`src/rtl/dev_bus_arbiter_pkg.sv`:
```
// ----------------------------------------------------------------------------
// dev_bus_arbiter_pkg
//
// Purpose: shared definitions for the two-master device-bus arbiter.
//   - state encoding of the ADDR/RESP sequencer
//   - master id constants
//   - default base address of the device window
//   - address window decode helper
//
// Optional feature macro used by the files importing this package:
//   ARB_FIXED_PRIO_EN -- M0 always wins a tie, no round-robin pointer.
// ----------------------------------------------------------------------------
package dev_bus_arbiter_pkg;

    // Sequencer states: one address cycle, one response cycle, then idle.
    typedef enum logic [1:0] {
        ST_IDLE = 2'd0,
        ST_ADDR = 2'd1,
        ST_RESP = 2'd2
    } arb_state_e;

    // Master identifiers, also used as the round-robin pointer value.
    localparam logic M0 = 1'b0;
    localparam logic M1 = 1'b1;

    // Default first byte address of the device window.
    localparam logic [31:0] DEV_BASE_DEFAULT = 32'h0000_7F00;

    // Window decode: the address belongs to the device when its bits above
    // the span equal the base. span_mask is DEV_SPAN-1, so the low bits
    // (including the byte offset [1:0]) never take part in the compare.
    function automatic logic addr_in_window(
        input logic [31:0] addr,
        input logic [31:0] base,
        input logic [31:0] span_mask
    );
        return (addr & ~span_mask) == base;
    endfunction

endpackage : dev_bus_arbiter_pkg

```
`src/rtl/dev_bus_arbiter_arb_rr2.sv`:
```
// ----------------------------------------------------------------------------
// arb_rr2
//
// Purpose: two-requester picker. The grant is purely combinational from the
// request vector; a last-grant pointer register breaks ties round-robin.
//
// Ports:
//   clk          in   system clock, rising edge
//   reset_n      in   asynchronous active-low reset (pointer -> M1)
//   req_i[1:0]   in   request vector, bit 0 = M0, bit 1 = M1
//   accept_i     in   the caller takes the current grant this cycle
//   gnt_valid_o  out  at least one requester present
//   gnt_id_o     out  id of the selected requester
//
// Macro ARB_FIXED_PRIO_EN: when defined, M0 always wins a tie and the
// pointer register is not built (M1 may starve).
// ----------------------------------------------------------------------------
module arb_rr2
    import dev_bus_arbiter_pkg::*;
(
    input  logic       clk,
    input  logic       reset_n,
    input  logic [1:0] req_i,
    input  logic       accept_i,
    output logic       gnt_valid_o,
    output logic       gnt_id_o
);

`ifdef ARB_FIXED_PRIO_EN

    // Plain priority select; clock, reset and accept are not needed here.
    always_comb begin
        gnt_valid_o = |req_i;
        gnt_id_o    = req_i[0] ? M0 : M1;
    end

`else

    logic last_q;
    logic last_d;

    always_comb begin
        gnt_valid_o = |req_i;
        gnt_id_o    = M0;
        unique case (req_i)
            2'b01:   gnt_id_o = M0;
            2'b10:   gnt_id_o = M1;
            // Tie: the master that was not granted last time wins.
            2'b11:   gnt_id_o = ~last_q;
            default: gnt_id_o = M0;
        endcase
    end

    // The pointer only moves when a tie is resolved; a lone requester
    // does not consume the other master's turn.
    always_comb begin
        last_d = last_q;
        if (accept_i && (&req_i)) begin
            last_d = gnt_id_o;
        end
    end

    // Reset to M1 so that M0 wins the first tie.
    always_ff @(posedge clk or negedge reset_n) begin
        if (!reset_n) begin
            last_q <= M1;
        end else begin
            last_q <= last_d;
        end
    end

`endif

endmodule : arb_rr2

```
`src/rtl/dev_bus_arbiter.sv`:
```
// ----------------------------------------------------------------------------
// dev_bus_arbiter
//
// Purpose: shares the CPU-side port of the device bridge between M0 (CPU
// data port) and M1 (DMA/debug engine). Each access is serialised into one
// address cycle (ADDR) and one response cycle (RESP). Addresses outside the
// device window are not issued to the bridge and are answered with err.
//
// Parameters:
//   DEV_BASE  first byte address of the device window
//   DEV_SPAN  window size in bytes (power of two, at least 4)
//
// Ports (mX_* exist for M0 and M1):
//   clk, reset_n     clock (rising edge), asynchronous active-low reset
//   mX_req           request, held with qualifiers until mX_gnt
//   mX_we/be/addr/wd write enable, byte enables, byte address, write data
//   mX_gnt           address phase accepted (one cycle)
//   mX_done          response valid, one-cycle pulse
//   mX_err           out-of-window flag, qualified by mX_done
//   mX_rd            read data, qualified by mX_done, held otherwise
//   pr_we/be/addr/wd to the bridge PrWe/PrBE/PrAddr/PrWD
//   pr_rd            from the bridge PrRD, valid in the cycle of pr_addr
//
// Macro ARB_FIXED_PRIO_EN: fixed priority (M0 wins ties) instead of
// round-robin. Latency and error handling are unchanged.
// ----------------------------------------------------------------------------
module dev_bus_arbiter
    import dev_bus_arbiter_pkg::*;
#(
    parameter logic [31:0] DEV_BASE = DEV_BASE_DEFAULT,
    parameter int          DEV_SPAN = 32
) (
    input  logic        clk,
    input  logic        reset_n,

    input  logic        m0_req,
    input  logic        m0_we,
    input  logic [3:0]  m0_be,
    input  logic [31:0] m0_addr,
    input  logic [31:0] m0_wd,
    output logic        m0_gnt,
    output logic        m0_done,
    output logic        m0_err,
    output logic [31:0] m0_rd,

    input  logic        m1_req,
    input  logic        m1_we,
    input  logic [3:0]  m1_be,
    input  logic [31:0] m1_addr,
    input  logic [31:0] m1_wd,
    output logic        m1_gnt,
    output logic        m1_done,
    output logic        m1_err,
    output logic [31:0] m1_rd,

    output logic        pr_we,
    output logic [3:0]  pr_be,
    output logic [31:0] pr_addr,
    output logic [31:0] pr_wd,
    input  logic [31:0] pr_rd
);

    localparam logic [31:0] SPAN_MASK = 32'(DEV_SPAN - 1);

    // ------------------------------------------------------------------
    // State and latched transaction
    // ------------------------------------------------------------------
    arb_state_e  state_q,  state_d;
    logic        id_q,     id_d;
    logic        we_q,     we_d;
    logic [3:0]  be_q,     be_d;
    logic [31:0] addr_q,   addr_d;
    logic [31:0] wd_q,     wd_d;
    logic        err_q,    err_d;
    logic [31:0] m0_rd_q,  m0_rd_d;
    logic [31:0] m1_rd_q,  m1_rd_d;

    logic        in_window;
    logic        arb_valid;
    logic        arb_id;
    logic        arb_accept;

    assign in_window = addr_in_window(addr_q, DEV_BASE, SPAN_MASK);

    // ------------------------------------------------------------------
    // Requester selection
    // ------------------------------------------------------------------
    arb_rr2 u_arb (
        .clk         (clk),
        .reset_n     (reset_n),
        .req_i       ({m1_req, m0_req}),
        .accept_i    (arb_accept),
        .gnt_valid_o (arb_valid),
        .gnt_id_o    (arb_id)
    );

    // ------------------------------------------------------------------
    // Next-state logic. Requests are only looked at in IDLE, so a request
    // raised and dropped while ADDR/RESP is busy leaves no trace.
    // ------------------------------------------------------------------
    always_comb begin
        state_d    = state_q;
        id_d       = id_q;
        we_d       = we_q;
        be_d       = be_q;
        addr_d     = addr_q;
        wd_d       = wd_q;
        err_d      = err_q;
        m0_rd_d    = m0_rd_q;
        m1_rd_d    = m1_rd_q;
        arb_accept = 1'b0;

        unique case (state_q)
            ST_IDLE: begin
                if (arb_valid) begin
                    arb_accept = 1'b1;
                    id_d       = arb_id;
                    err_d      = 1'b0;
                    if (arb_id == M1) begin
                        we_d   = m1_we;
                        be_d   = m1_be;
                        addr_d = m1_addr;
                        wd_d   = m1_wd;
                    end else begin
                        we_d   = m0_we;
                        be_d   = m0_be;
                        addr_d = m0_addr;
                        wd_d   = m0_wd;
                    end
                    state_d = ST_ADDR;
                end
            end

            ST_ADDR: begin
                // The bridge answers combinationally; capture its read
                // data into the granted master's register only, so the
                // other master's last read value is preserved.
                err_d = ~in_window;
                if (id_q == M1) begin
                    m1_rd_d = pr_rd;
                end else begin
                    m0_rd_d = pr_rd;
                end
                state_d = ST_RESP;
            end

            ST_RESP: begin
                state_d = ST_IDLE;
            end

            default: begin
                state_d = ST_IDLE;
            end
        endcase
    end

    // ------------------------------------------------------------------
    // Registers
    // ------------------------------------------------------------------
    always_ff @(posedge clk or negedge reset_n) begin
        if (!reset_n) begin
            state_q <= ST_IDLE;
            id_q    <= M0;
            we_q    <= 1'b0;
            be_q    <= 4'h0;
            addr_q  <= 32'h0;
            wd_q    <= 32'h0;
            err_q   <= 1'b0;
            m0_rd_q <= 32'h0;
            m1_rd_q <= 32'h0;
        end else begin
            state_q <= state_d;
            id_q    <= id_d;
            we_q    <= we_d;
            be_q    <= be_d;
            addr_q  <= addr_d;
            wd_q    <= wd_d;
            err_q   <= err_d;
            m0_rd_q <= m0_rd_d;
            m1_rd_q <= m1_rd_d;
        end
    end

    // ------------------------------------------------------------------
    // Outputs. The bridge strobes are decoded from state rather than
    // registered, so an asynchronous reset during ADDR drops pr_we at once
    // and the pending write never reaches the device.
    // ------------------------------------------------------------------
    always_comb begin
        pr_addr = addr_q;
        pr_wd   = wd_q;
        pr_we   = 1'b0;
        pr_be   = 4'h0;
        if (state_q == ST_ADDR && in_window) begin
            pr_we = we_q;
            pr_be = be_q;
        end
    end

    assign m0_gnt  = (state_q == ST_ADDR) && (id_q == M0);
    assign m1_gnt  = (state_q == ST_ADDR) && (id_q == M1);
    assign m0_done = (state_q == ST_RESP) && (id_q == M0);
    assign m1_done = (state_q == ST_RESP) && (id_q == M1);
    assign m0_err  = m0_done & err_q;
    assign m1_err  = m1_done & err_q;
    assign m0_rd   = m0_rd_q;
    assign m1_rd   = m1_rd_q;

endmodule : dev_bus_arbiter

```
`config.mk`:
```
export PLATFORM = sky130hd
export DESIGN_NAME = dev_bus_arbiter
export DESIGN_NICKNAME = d
export VERILOG_FILES = /design/src/rtl/dev_bus_arbiter_pkg.sv /design/src/rtl/dev_bus_arbiter_arb_rr2.sv /design/src/rtl/dev_bus_arbiter.sv
export SDC_FILE = /design/constraint.sdc
export NUM_CORES = 1
export LEC_CHECK = 0
export ABC_AREA = 1
export CORE_UTILIZATION = 31
export CTS_CLUSTER_SIZE = 16
export DETAILED_ROUTE_END_ITERATION = 7
export PLACE_DENSITY = 0.78
export SYNTH_ARGS = -nofsm -noshare
export SYNTH_HDL_FRONTEND = slang
export SYNTH_HIERARCHICAL = 1
export SYNTH_SLANG_ARGS = --single-unit
```
`constraint.sdc`:
```
create_clock -name clk -period 1.4 [get_ports clk]
set_input_delay 0.28 -clock clk [delete_from_list [all_inputs] [get_ports clk]]
set_output_delay 0.28 -clock clk [all_outputs]
set_load 0.02 [all_outputs]
```
==> results of run 1 <==
metal layers:
metal	vias to the layer above	part of all wire
li1	2999	-
met1	2888	0.40
met2	251	0.49
met3	33	0.085
met4	0	0.023
met5	-	0
sequential cells by signal, summed over array words and instances, names as in the netlist:
register / count
m1_rd: 32
be_q: 4
err_q: 1
u_arb/last_q: 1
id_q: 1
state_q: 2
m0_rd: 32
pr_addr: 32
we_q: 1
pr_wd: 32
metrics by stage:
stage               setup TNS, ps  instance area [um^2]   util
floorplan                    -421                  6110      -
global placement           -37270                  9770  0.514
detailed placement         -40360                  9770  0.514
CTS                         -4210                 10600  0.557
global route               -15500                 10600  0.556
finish                     -10150                 10600  0.556
area by class of cell:
class / instances / share of cell area
Clock buffer: 19 / 0.0419
Clock inverter: 13 / 0.0157
Inverter: 57 / 0.0217
Multi-Input combinational cell: 467 / 0.215
Sequential cell: 138 / 0.327
Tap cell: 260 / 0.0308
Timing Repair Buffer: 382 / 0.347
Timing Repair inverter: 1 / 0.00107
timing repair:
action                                 4_1_cts  5_1_grt
buffers inserted                            11        8
setup endpoints to repair                  240      197
endpoints found under the hold margin       29        0
hold buffers                                 1        0
resized for setup                          391      148
pin swaps                                   11       13
cloned                                       5        1
worst max-delay path, delay by kind of cell, from the launching register on:
family,cells,cell delay (ps)
buffers and inverters,1,120
DFF,1,400
and+or+nand+nor,5,700
placed cells by master (no fill, tap or decap), drive strengths merged, types with 3 or more instances in the layout:
| cell type | count |
|---|---|
| a31oi | 69 |
| buf | 108 |
| bufinv | 3 |
| clkbuf | 79 |
| clkdlybuf4s15 | 40 |
| clkdlybuf4s50 | 171 |
| clkinv | 5 |
| clkinvlp | 3 |
| dfrtp | 137 |
| inv | 60 |
| nand2 | 225 |
| nand3 | 3 |
| nor2 | 95 |
| o21ai | 65 |
power by group:
| part | switching (uW) | leakage, uW | internal, uW |
|---|---|---|---|
| Sequential | 1120 | 0.00162 | 6030 |
| Combinational | 7340 | 0.00306 | 5660 |
| Clock | 1780 | 0.000290 | 2870 |
cells by family after synthesis:
logic type             count (synthesis)  synth area share
AND/OR/NAND/NOR                      331             0.209
buffers and inverters                101            0.0868
AO/OA/AOI/OAI                        136             0.138
flip-flops                           138             0.566
path summary, 6_finish.rpt:
| check | slack [ps] | startpoint | end |
|---|---|---|---|
| min in group asynchronous | 340 | reset_n | m0_rd[10]$_DFFE_PN0P_ |
| max in group asynchronous | 540 | reset_n | pr_addr[21]$_DFFE_PN0P_ |
| worst max-delay path | -520 | pr_addr[16]$_DFFE_PN0P_ | pr_be[2] |
| worst min-delay path | 330 | m0_req | u_arb/last_q$_DFFE_PN1P_ |
| worst min register to register | 480 | m0_rd[14]$_DFFE_PN0P_ | m0_rd[14]$_DFFE_PN0P_ |
| worst max register to register | -140 | state_q[0]$_DFFE_PN0P_ | pr_addr[30]$_DFFE_PN0P_ |
==> metrics.yaml, run 1 <==
outcome: "finished, violations left"
violations: "setup timing"
end_kind: "output pin"
p_total_uw: 24800
fin_cells: 1337
dieArea_mm2: 0.0202
area_delta_synth_final_pct: 73.3
synth_most_common_cell: "nand2_1"
synthCells: 706
peakVddDrop_uv: 962
crit_arrival_ps: 1640
grt_max_degree: 65
ys_seq_area_frac: 0.566
cts_root_buf: "clkbuf_16"
use_met3: 0.0666
synth-edff-count: 0
drc: 0
yosys-top-cells-count: "nand2_1 (222), dfrtp_1 (137), nor2_1 (95)"
syn_area_mm2: 0.00610
tritoncts: "done"
cp_data_required_time_ps: 1120
num_antenna_cells: 0
ys_types: 22
slew-limit-headroom: 0.752
finalSetupViolations: 83
drive_above_1_share: 0.250
r2r_cells: 7
hold_slack_ps: 335
nets: 1238
ys.flop_type: "dfrtp_1"
placedCellCount: 1287
period_share: 1.37
path_clk_slew_ps: 60
synthTopCellsByArea: "dfrtp_1 (56%), nand2_1 (14%), a31oi_1 (7.1%), nor2_1 (5.8%), buf_6 (3.3%)"
firstDrtPassIters: 4
cp_max_fo: 5
grt.met2_usage: 0.339
drv_slew: 0
skew_ps: 6.98
startpoint_type: "flip-flop"
hpwl_mm: 14.4
critical_path_class: "reg -> out"
powerDensity_mw_per_mm2: 2350
worst_slack_ps: -519
rsz0062_at_grt: "yes"
track_usage: 0.198
drt_wl_total_mm: 20.1
grt-busiest-layer: "met2"
antenna_found_initial: 0
cap_violations: 0
holdPathStages: 3
worst_slew_pin_slew_ps: 372
crit_top_cell: "nor2_4"
clkLatencyLatePin_ps: 410
synthArstFlopShare: 1.00
synth_area_per_cell_um2: 8.64
h-tree-depth: 4
yosysWarnings: 6
postRouteAntennaNets: 0
die_height_um: 142
hold_viol: 0
hp-class: "in -> reg"
numClockSinks: 138
ys_seq_elements: 138
cts_made_buffers: 17
viasPerCell: 4.62
syn_nets: 880
vias: 6171
gp_congestion: 0.781
grt_pass1_wl_mm: 30.8
wl_per_cell_um: 15.0
fillCellCount: 1753
cp_cell_sequence: "nor2_2 -> nand3_1 -> nor2_4 -> nand2_4 -> nor2_4 -> buf_6"
io-pin-count: 313
die_w_um: 142
synth_top_area_share: 0.562
max_freq_ghz: 0.521
initial_utilization: 0.321
p_leak_uw: 0.00497
cts.path.max_buffers: 2
grt_pass1_vias: 6064
critPathMaxStageDelay_ps: 400
seqCellArea_mm2: 0.00345
port_buffers: 312
multi_input_area_mm2: 0.00227
crit_slowest_cell: "dfrtp_1"
drt_iter0_drc: 227
fin_crit_ps: 1920
core-area_mm2: 0.0190
grt-ovfl-total: 0
use_met1: 0.225
post-place-ws_ps: -597
synth_top_cell_by_area: "dfrtp_1"
rows: 50
No activity file was read; power rests on OpenSTA's default activity.
==> run 2: changes to the inputs <==
PLACE_DENSITY = 0.75   (was 0.78)
clock period = 1.9 ns   (was 1.4 ns; I/O delays follow)
==> run 2 against run 1 <==
The run still ends with setup timing left. Routed wire length fell by 5.6%. Final area shrank 1.8%. Flip-flop and latch count unchanged. Largest cell class unchanged. Hold slack better by 130 ps. Cell count shrank 1.1%. First-iteration DRC count shrank 22%. Critical path type unchanged. Non-clock buffer count is 14 lower. Via count down 3.7%.
==> metrics.yaml, run 2 (synthesis results as in run 1) <==
cts_root_buf: "clkbuf_16"
max_freq_ghz: 0.496
cts_made_buffers: 17
p_clk_frac: 0.178
p_int_uw: 10600
antenna_found_initial: 0
worst_slack_ps: -116
die_height_um: 142
drt_wl_total_mm: 19.0
final_common_cell: "clkdlybuf4s50_1"
io-pin-count: 313
combPwrFrac: 0.525
die_w_um: 142
viasPerCell: 4.50
grt_max_degree: 65
crit_arrival_ps: 1640
dieArea_mm2: 0.0202
core-area_mm2: 0.0190
hpwl_mm: 14.3
startpoint_type: "flip-flop"
area_delta_synth_final_pct: 70.2
crit_start: "pr_addr[16]$_DFFE_PN0P_"
r2r-start: "state_q[0]$_DFFE_PN0P_"
drt_iter0_drc: 178
gp_congestion: 0.812
hold_slack_ps: 467
grt_pass1_wl_mm: 29.5
finalSetupViolations: 5
drive_above_1_share: 0.129
skew_ps: 12.4
end_kind: "output pin"
crit_slowest_cell: "dfrtp_1"
powerDensity_mw_per_mm2: 1700
nets: 1223
period_share: 1.06
vias: 5945
critical_path_class: "reg -> out"
seq_power_share: 0.297
crit_top_cell: "nor2_2"
initial_utilization: 0.321
switchingPower_uw: 7130
switching_share: 0.403
clkLatencyLatePin_ps: 410
port_buffers: 312
peakVddDrop_uv: 797
numClockSinks: 138
cp_cell_sequence: "nor2_2 -> nand3_1 -> nor2_4 -> nand2_4 -> nor2_2 -> buf_6"
num_antenna_cells: 0
cp_max_fo: 5
p_total_uw: 17700
hp-class: "in -> async"
hold_viol: 0
violations: "setup timing"
grt_pass1_vias: 5878
fillCellCount: 1770
drc: 0
rsz0062_at_grt: "yes"
drv_slew: 0
path_clk_slew_ps: 60
final_cell_mix: "clkdlybuf4s50_1 (283), nand2_1 (220), dfrtp_1 (137)"
cp_data_required_time_ps: 1520
fin_crit_ps: 2020
outcome: "finished, violations left"
cap_violations: 0
firstDrtPassIters: 5
track_usage: 0.191
grt-ovfl-total: 0
slew-limit-headroom: 0.511
wl_per_cell_um: 14.4
critPathMaxStageDelay_ps: 400
tritoncts: "done"
worst_slew_pin_slew_ps: 733
cts.path.max_buffers: 2
p_leak_uw: 0.00475
h-tree-depth: 4
rows: 50
postRouteAntennaNets: 0
## run 2: area by class of cell
class                           instances  area, um^2  area share
Clock buffer                           20         437      0.0421
Multi-Input combinational cell        467        2170       0.209
Clock inverter                         12         119      0.0114
Inverter                               57         216      0.0208
Timing Repair Buffer                  368        3660       0.352
Tap cell                              260         325      0.0313
Sequential cell                       138        3450       0.333
## run 2: final timing paths
path | depth (start not counted) | end | slack [ps]
min reg2reg | 2 | m0_rd[6]$_DFFE_PN0P_ | 480
max | 6 | pr_be[0] | -120
min in group clk | 2 | m0_rd[6]$_DFFE_PN0P_ | 480
max reg2reg | 6 | m0_rd[28]$_DFFE_PN0P_ | 190
min | 2 | m0_rd[10]$_DFFE_PN0P_ | 470
max in group asynchronous | 3 | pr_wd[18]$_DFFE_PN0P_ | 810
## run 2: per-stage QoR
stage                     cells  setup slack (ps)  setup TNS [ps]  instance area, um^2   util
final                      1322              -116            -523                10400  0.546
after global routing       1322              -219           -1030                10400  0.546
after CTS                  1321              -124            -581                10300  0.542
after detailed placement   1288              -231           -1520                 9770  0.514
after global placement     1288              -201           -1010                 9770  0.514
after floorplan             706               325               0                 6100      -
## run 2: what timing repair did
item / CTS / global route
setup buffers: 0 / 1
hold buffers: 1 / 0
endpoints found under the setup margin: 17 / 25
endpoints found under the hold margin: 38 / 0
gates resized for setup: 62 / 31
pin swaps: 2 / 3
## run 2: layer usage
layer | track usage | wire length, um | up-vias
met5 | 0 | 0 | -
met2 | 0.335 | 9410 | 260
li1 | - | - | 2958
met4 | 0.0741 | 310 | 0
met1 | 0.212 | 7550 | 2706
met3 | 0.0646 | 1700 | 21
## run 2: power groups by stage
stage	clock network [uW]	logic, uW	registers (uW)
after floorplan	0	3110	6960
after global placement	0	9260	5230
after detailed placement	0	9390	5300
after CTS	3210	9350	5270
after global routing	3330	10100	5440
final	3140	9280	5260
## run 2: critical path, delay by kind of cell (launching register included)
family,cells,cell delay [ps]
buffers and inverters,1,120
and+or+nand+nor,5,690
DFF,1,400
